File: src/rtl/minmax_tracker_16b.sv
// Windowed min/max tracker: after start, accepts WINDOW unsigned 16-bit samples and
// reports the extremes plus the index of their first occurrence, one cycle after the last accept.
module minmax_tracker_16b #(
  parameter int WINDOW = 16
) (
  input  logic        clk,
  input  logic        rst_n,
  input  logic        start,
  input  logic        in_valid,
  input  logic [15:0] in_data,
  output logic        in_ready,
  output logic [15:0] max_out,
  output logic [15:0] min_out,
  output logic [7:0]  max_idx,
  output logic [7:0]  min_idx,
  output logic        busy,
  output logic        done
);

  localparam logic [7:0] WINDOW_C = 8'(WINDOW);

  typedef enum logic [1:0] {
    ST_IDLE  = 2'd0,
    ST_ACCUM = 2'd1,
    ST_DONE  = 2'd2
  } state_t;

  state_t      state_r;
  logic [7:0]  count_r;
  logic [15:0] wmax_r;
  logic [15:0] wmin_r;
  logic [7:0]  wmax_idx_r;
  logic [7:0]  wmin_idx_r;

  logic        accept_s;
  logic        last_s;
  logic [15:0] nmax_s;
  logic [15:0] nmin_s;
  logic [7:0]  nmax_idx_s;
  logic [7:0]  nmin_idx_s;

  // in_ready is a registered copy of (state == ACCUM), so it qualifies the accept directly.
  assign accept_s = in_valid & in_ready;
  assign last_s   = (count_r == (WINDOW_C - 8'd1));

  // Working extremes including the sample on the bus, so the final accept can publish directly.
  always_comb begin
    nmax_s     = wmax_r;
    nmin_s     = wmin_r;
    nmax_idx_s = wmax_idx_r;
    nmin_idx_s = wmin_idx_r;
    if (count_r == 8'd0) begin
      nmax_s     = in_data;
      nmin_s     = in_data;
      nmax_idx_s = 8'd0;
      nmin_idx_s = 8'd0;
    end else begin
      if (in_data > wmax_r) begin
        nmax_s     = in_data;
        nmax_idx_s = count_r;
      end else begin
        nmax_s     = wmax_r;
        nmax_idx_s = wmax_idx_r;
      end
      if (in_data < wmin_r) begin
        nmin_s     = in_data;
        nmin_idx_s = count_r;
      end else begin
        nmin_s     = wmin_r;
        nmin_idx_s = wmin_idx_r;
      end
    end
  end

  // Control FSM with registered status and result outputs.
  always_ff @(posedge clk or negedge rst_n) begin
    if (!rst_n) begin
      state_r    <= ST_IDLE;
      count_r    <= 8'd0;
      wmax_r     <= 16'd0;
      wmin_r     <= 16'd0;
      wmax_idx_r <= 8'd0;
      wmin_idx_r <= 8'd0;
      max_out    <= 16'd0;
      min_out    <= 16'd0;
      max_idx    <= 8'd0;
      min_idx    <= 8'd0;
      in_ready   <= 1'b0;
      busy       <= 1'b0;
      done       <= 1'b0;
    end else begin
      case (state_r)
        ST_IDLE: begin
          done <= 1'b0;
          if (start) begin
            state_r  <= ST_ACCUM;
            count_r  <= 8'd0;
            in_ready <= 1'b1;
            busy     <= 1'b1;
          end else begin
            state_r  <= ST_IDLE;
            in_ready <= 1'b0;
            busy     <= 1'b0;
          end
        end
        ST_ACCUM: begin
          if (accept_s) begin
            wmax_r     <= nmax_s;
            wmin_r     <= nmin_s;
            wmax_idx_r <= nmax_idx_s;
            wmin_idx_r <= nmin_idx_s;
            count_r    <= count_r + 8'd1;
            if (last_s) begin
              state_r  <= ST_DONE;
              in_ready <= 1'b0;
              done     <= 1'b1;
              max_out  <= nmax_s;
              min_out  <= nmin_s;
              max_idx  <= nmax_idx_s;
              min_idx  <= nmin_idx_s;
            end else begin
              state_r <= ST_ACCUM;
            end
          end else begin
            state_r <= ST_ACCUM;
          end
        end
        ST_DONE: begin
          state_r  <= ST_IDLE;
          done     <= 1'b0;
          busy     <= 1'b0;
          in_ready <= 1'b0;
        end
        default: begin
          state_r  <= ST_IDLE;
          done     <= 1'b0;
          busy     <= 1'b0;
          in_ready <= 1'b0;
        end
      endcase
    end
  end

endmodule
File: config.mk
export PLATFORM = sky130hd
export DESIGN_NAME = minmax_tracker_16b
export DESIGN_NICKNAME = d
export VERILOG_FILES = /design/src/rtl/minmax_tracker_16b.sv
export SDC_FILE = /design/constraint.sdc
export NUM_CORES = 1
export LEC_CHECK = 0
export CORE_MARGIN = 3
export CORE_UTILIZATION = 25
export CTS_CLUSTER_DIAMETER = 50
export CTS_CLUSTER_SIZE = 8
export DETAILED_ROUTE_END_ITERATION = 8
export GPL_ROUTABILITY_DRIVEN = 0
export HOLD_SLACK_MARGIN = 0.05
export PLACE_DENSITY = 0.4
export SLEW_MARGIN = 15
export SYNTH_ARGS = -nofsm -noshare
export SYNTH_HDL_FRONTEND = slang
export SYNTH_SLANG_ARGS = --single-unit
File: constraint.sdc
create_clock -name clk -period 3.3 [get_ports clk]
set_input_delay 0.66 -clock clk [delete_from_list [all_inputs] [get_ports clk]]
set_output_delay 0.66 -clock clk [all_outputs]
set_load 0.02 [all_outputs]
## Yosys cells after proc, flatten, opt, wreduce, memory -nomap -nowiden

Cells that the tools add are included.

| operators by class | value |
|---|---|
| $add $sub $neg | 1 |
| magnitude comparators | 2 |
| equality and inequality tests | 5 |
| muxes and demuxes | 23 |
| bitwise gates (word level) | 1 |
| reduce and logical (&&, ||, !) cells | 7 |

Operators with widths:

| operator | count |
|---|---|
| $mux W16 | 4 |
| $mux W8 | 6 |
| $gt A16 B16 Y1 | 1 |
| $lt A16 B16 Y1 | 1 |
| $pmux W8 S2 | 1 |
| $add A8 B1 Y8 const B | 1 |
| $eq A8 B4 Y1 const B | 1 |
| $logic_not A8 Y1 | 1 |
| $mux W1 | 7 |
| $ne A2 B2 Y1 const B | 3 |
| $reduce_and A3 Y1 | 2 |
| $mux W2 | 2 |
| $pmux W1 S2 | 2 |
| $pmux W2 S2 | 1 |
| $reduce_and A2 Y1 | 2 |
| $eq A2 B1 Y1 const B | 1 |
| $logic_not A2 Y1 | 1 |
| $reduce_bool A2 Y1 | 1 |
| $and A1 B1 Y1 | 1 |

| storage, ports and cells | value |
|---|---|
| register bits | 109 |
| input bits | 20 |
| output and inout bits | 51 |
| logic and storage cells | 52 |

## Depth between registers and ports, before layout

| logic depth | value |
|---|---|
| word-level depth | 4 |
| mapped depth | 10 |
| gate-level depth less buffers | 8 |

## Worst setup path before layout

No wires, ideal clock.

| timing path | value |
|---|---|
| kind | input to register |
| start | input in_data[13] |
| end | register wmin_r[10] |
| setup time | 125 ps |
| data arrival time | 2692 ps |
| required time | 3175 ps |
| setup slack | 483 ps |
| stages on the path | 9 |
| buffers on the path | 2 |
| cells stage by stage | ha_1 > a21o_1 > a21o_1 > a221oi_1 > o211a_1 > clkbuf_1 > o21ai_1 > buf_2 > mux2_2 |

| between the ends | value |
|---|---|
| longest elaborated chain between the ends | 3 |

RTL lines:

| item | RTL line | RTL |
|---|---|---|
| start: declaration | 10 | `input logic [15:0] in_data,` |
| $lt A16 B16 Y1 | 65 | `if (in_data < wmin_r) begin` |
| $mux W16 | 65 |  |
| $mux W16 | 52 | `if (count_r == 8'd0) begin` |
| end signal: assignment | 109 | `wmin_r <= nmin_s;` |
| end: declaration | 31 | `logic [15:0] wmin_r;` |

No other way between the ends.
A chain may end at the register's enable or synchronous reset.

## Worst setup path after layout

| timing path | value |
|---|---|
| start | input in_data[7] |
| end | register wmin_idx_r[7] |

| between the ends | value |
|---|---|
| longest elaborated chain between the ends | 3 |

RTL lines:

| item | RTL line | RTL |
|---|---|---|
| $lt A16 B16 Y1 | 65 |  |
| $mux W8 | 65 |  |
| $mux W8 | 52 |  |
| end signal: assignment | 111 | `wmin_idx_r <= nmin_idx_s;` |
| end: declaration | 33 | `logic [7:0] wmin_idx_r;` |

No other way between the ends.

==> impl_metrics.tcl <==
set metrics [dict create \
    holdWs_ns 0.3708 \
    finClkSkew_ns 0.008509 \
    p_per_area_nw_per_um2 366.2 \
    clkLatencyLatePin_ns 0.35 \
    finalPower_mw 2.579 \
    instances_no_fill 918 \
    grt_pass1_wl_um 26430 \
    wirelength_um 16230 \
    root_buffer "clkbuf_16" \
    required_ns 3.59 \
    die_w_um 154.4 \
    syn_nets 601 \
    port_buffers 70 \
    fp-row-count 53 \
    slew_headroom_pct 48.03 \
    path_max_fanout 6 \
    finalHoldViolCount 0 \
    netlist_area_um2 5507 \
    final_cell_mix "dfrtp_1, clkdlybuf4s50_1, o21ai_0" \
    yosys_warnings 0 \
    cts_made_buffers 9 \
    start_kind "primary input" \
    avgSynthCellArea_um2 10.05 \
    final_util_pct 32.98 \
    hold_class "primary input to asynchronous set/reset pin" \
    place_inst 902 \
    core_um2 21350 \
    period_minus_slack_ns 2.987 \
    p_leak_nw 3.142 \
    htreeDepth 3 \
    cts_setup_buffers 0 \
    mostFrequentLayoutCell "dfrtp_1" \
    finalCritPeriodShare_pct 90.51 \
    syn_inst 548 \
    nets 691 \
    fmax_mhz 334.8 \
    status "complete, no violations" \
    first_iter_violations 197 \
    die_h_um 154.4 \
    setup_ws_ns 0.3132 \
    grt_max_degree 57 \
    clock_path_buffers 2 \
    irDropWorstVdd_mv 0.2241 \
    pin_count 71 \
    finalSetupViolCount 0 \
    detail-route-antenna-nets 0 \
    ys_seq_area_share_pct 49.53 \
    layout-drive-gt1-share_pct 15.40 \
    area_growth_pct 27.88 \
    track_usage_pct 13.84 \
    yosysTopAreaCell "dfrtp_1" \
    diodes 0 \
    die_area_um2 23840 \
    post_drt_via_cell_ratio 4.888 \
    end_kind "flop" \
    drc_errors 0 \
    path_class "primary input to flop" \
    dp_hpwl_um 11510 \
    hold_buffers 0 \
    cts.sinks 109 \
    ys_top_cells_by_area "dfrtp_1, ha_1, o21ai_0, mux2_2, a31oi_1" \
    vias 4487 \
    clk_pin_slew_worst_paths_ns 0.08 \
    cts_tree "done" \
    place_ws_ns -0.07494 \
    drtPass1Iterations 4 \
    ys_ff_latch 109 \
    arrival_ns 3.27 \
    synth_top_area_share_pct 49.53 \
    rsz0062_at_grt "false" \
    initial_utilization_pct 25.79 \
    cts_resized 0 \
    antenna_found_initial 0 \
    drv_slew 0 \
    avgRoutedWirePerCell_um 17.68 \
    grt_pass1_vias 4735 \
    max_slew.worst_pin.slew_ns 0.7796 \
    grt-ovfl-total 0 \
    synth_cell_types 41 \
    drv_cap 0 \
]
[final timing paths]
check,end,cells after the start,slack [ns],startpoint
max,wmin_idx_r[7],8,0.31,in_data[7]
min,max_out[12],1,0.37,rst_n
max reg2reg,wmin_idx_r[7],7,0.54,count_r[4]
min reg2reg,max_idx[4],2,0.49,max_idx[4]
max in group asynchronous,count_r[1],2,2.14,rst_n
min in group clk,max_idx[4],2,0.49,max_idx[4]
[layout make-up]
class,instances,area (um2)
Sequential cell,109,2728
Multi-Input combinational cell,371,2499
Tap cell,275,344.1
Fill cell,2231,14310
Clock buffer,9,225.2
Timing Repair Buffer,112,1064
Clock inverter,7,51.30
Inverter,35,131.4
[cells in the mapped netlist (all sizes together)]
cell type / count
a21bo: 1
ha: 33
a221o: 4
nand3: 32
or4: 1
inv: 35
nor2: 43
nor3: 6
nor4: 2
a221oi: 1
buf: 13
or4b: 1
mux2: 32
clkbuf: 20
dfrtp: 109
o211ai: 3
nand4: 9
or3: 1
and3: 5
xnor2: 1
a31oi: 33
or2: 1
and2: 3
nor4b: 1
o211a: 1
a32o: 8
a21oi: 32
a21o: 4
a22o: 9
nand2b: 4
nand2: 40
o21ai: 55
nor2b: 2
o21a: 2
o21bai: 1
[worst max-delay path, cell delays in order]
cell             delay, ns
clkdlybuf4s50_1       0.64
ha_1                  0.29
and3_1                0.20
a22o_1                0.17
o21ai_0               0.28
o211ai_1              0.25
nor3_1                0.54
a22o_1                0.24
[where the power goes]
part	switching [mW]	internal, mW
logic	0.126	0.0774
registers	0.00172	1.33
clock network	0.521	0.517
total	0.650	1.93
[metrics by stage]
step                      cell area, um2  TNS (ns)
after floorplan                     5507         0
after global placement              6765    -1.027
after detailed placement            6765    -1.294
after CTS                           7042         0
after global routing                7042         0
final                               7042         0
[registers in the layout (all words and copies together), names as in the netlist]
name / cells
in_ready: 1
busy: 1
wmin_idx_r: 8
max_out: 16
min_out: 16
count_r: 8
wmax_idx_r: 8
min_idx: 8
state_r: 2
wmax_r: 16
max_idx: 8
wmin_r: 16
done: 1
[kinds of logic (layout without fill, tap and decap cells)]
family          after synthesis  in the layout  synth area share [%]
fa+ha+maj                    33             33                 7.498
simple gates                151            151                 13.13
compound gates              154            154                 17.16
buf+inv                      68            163                 5.158
xor+xnor                      1              1                0.1591
flops                       109            109                 49.53
mux                          32             32                 7.362
[per-layer routing]
layer,routed length [um],global-route usage (%)
met3,519,2.602
met1,7720,18.94
met5,0,0
met2,7818,22.90
met4,176,2.986
(Power assumes the default switching activity.)
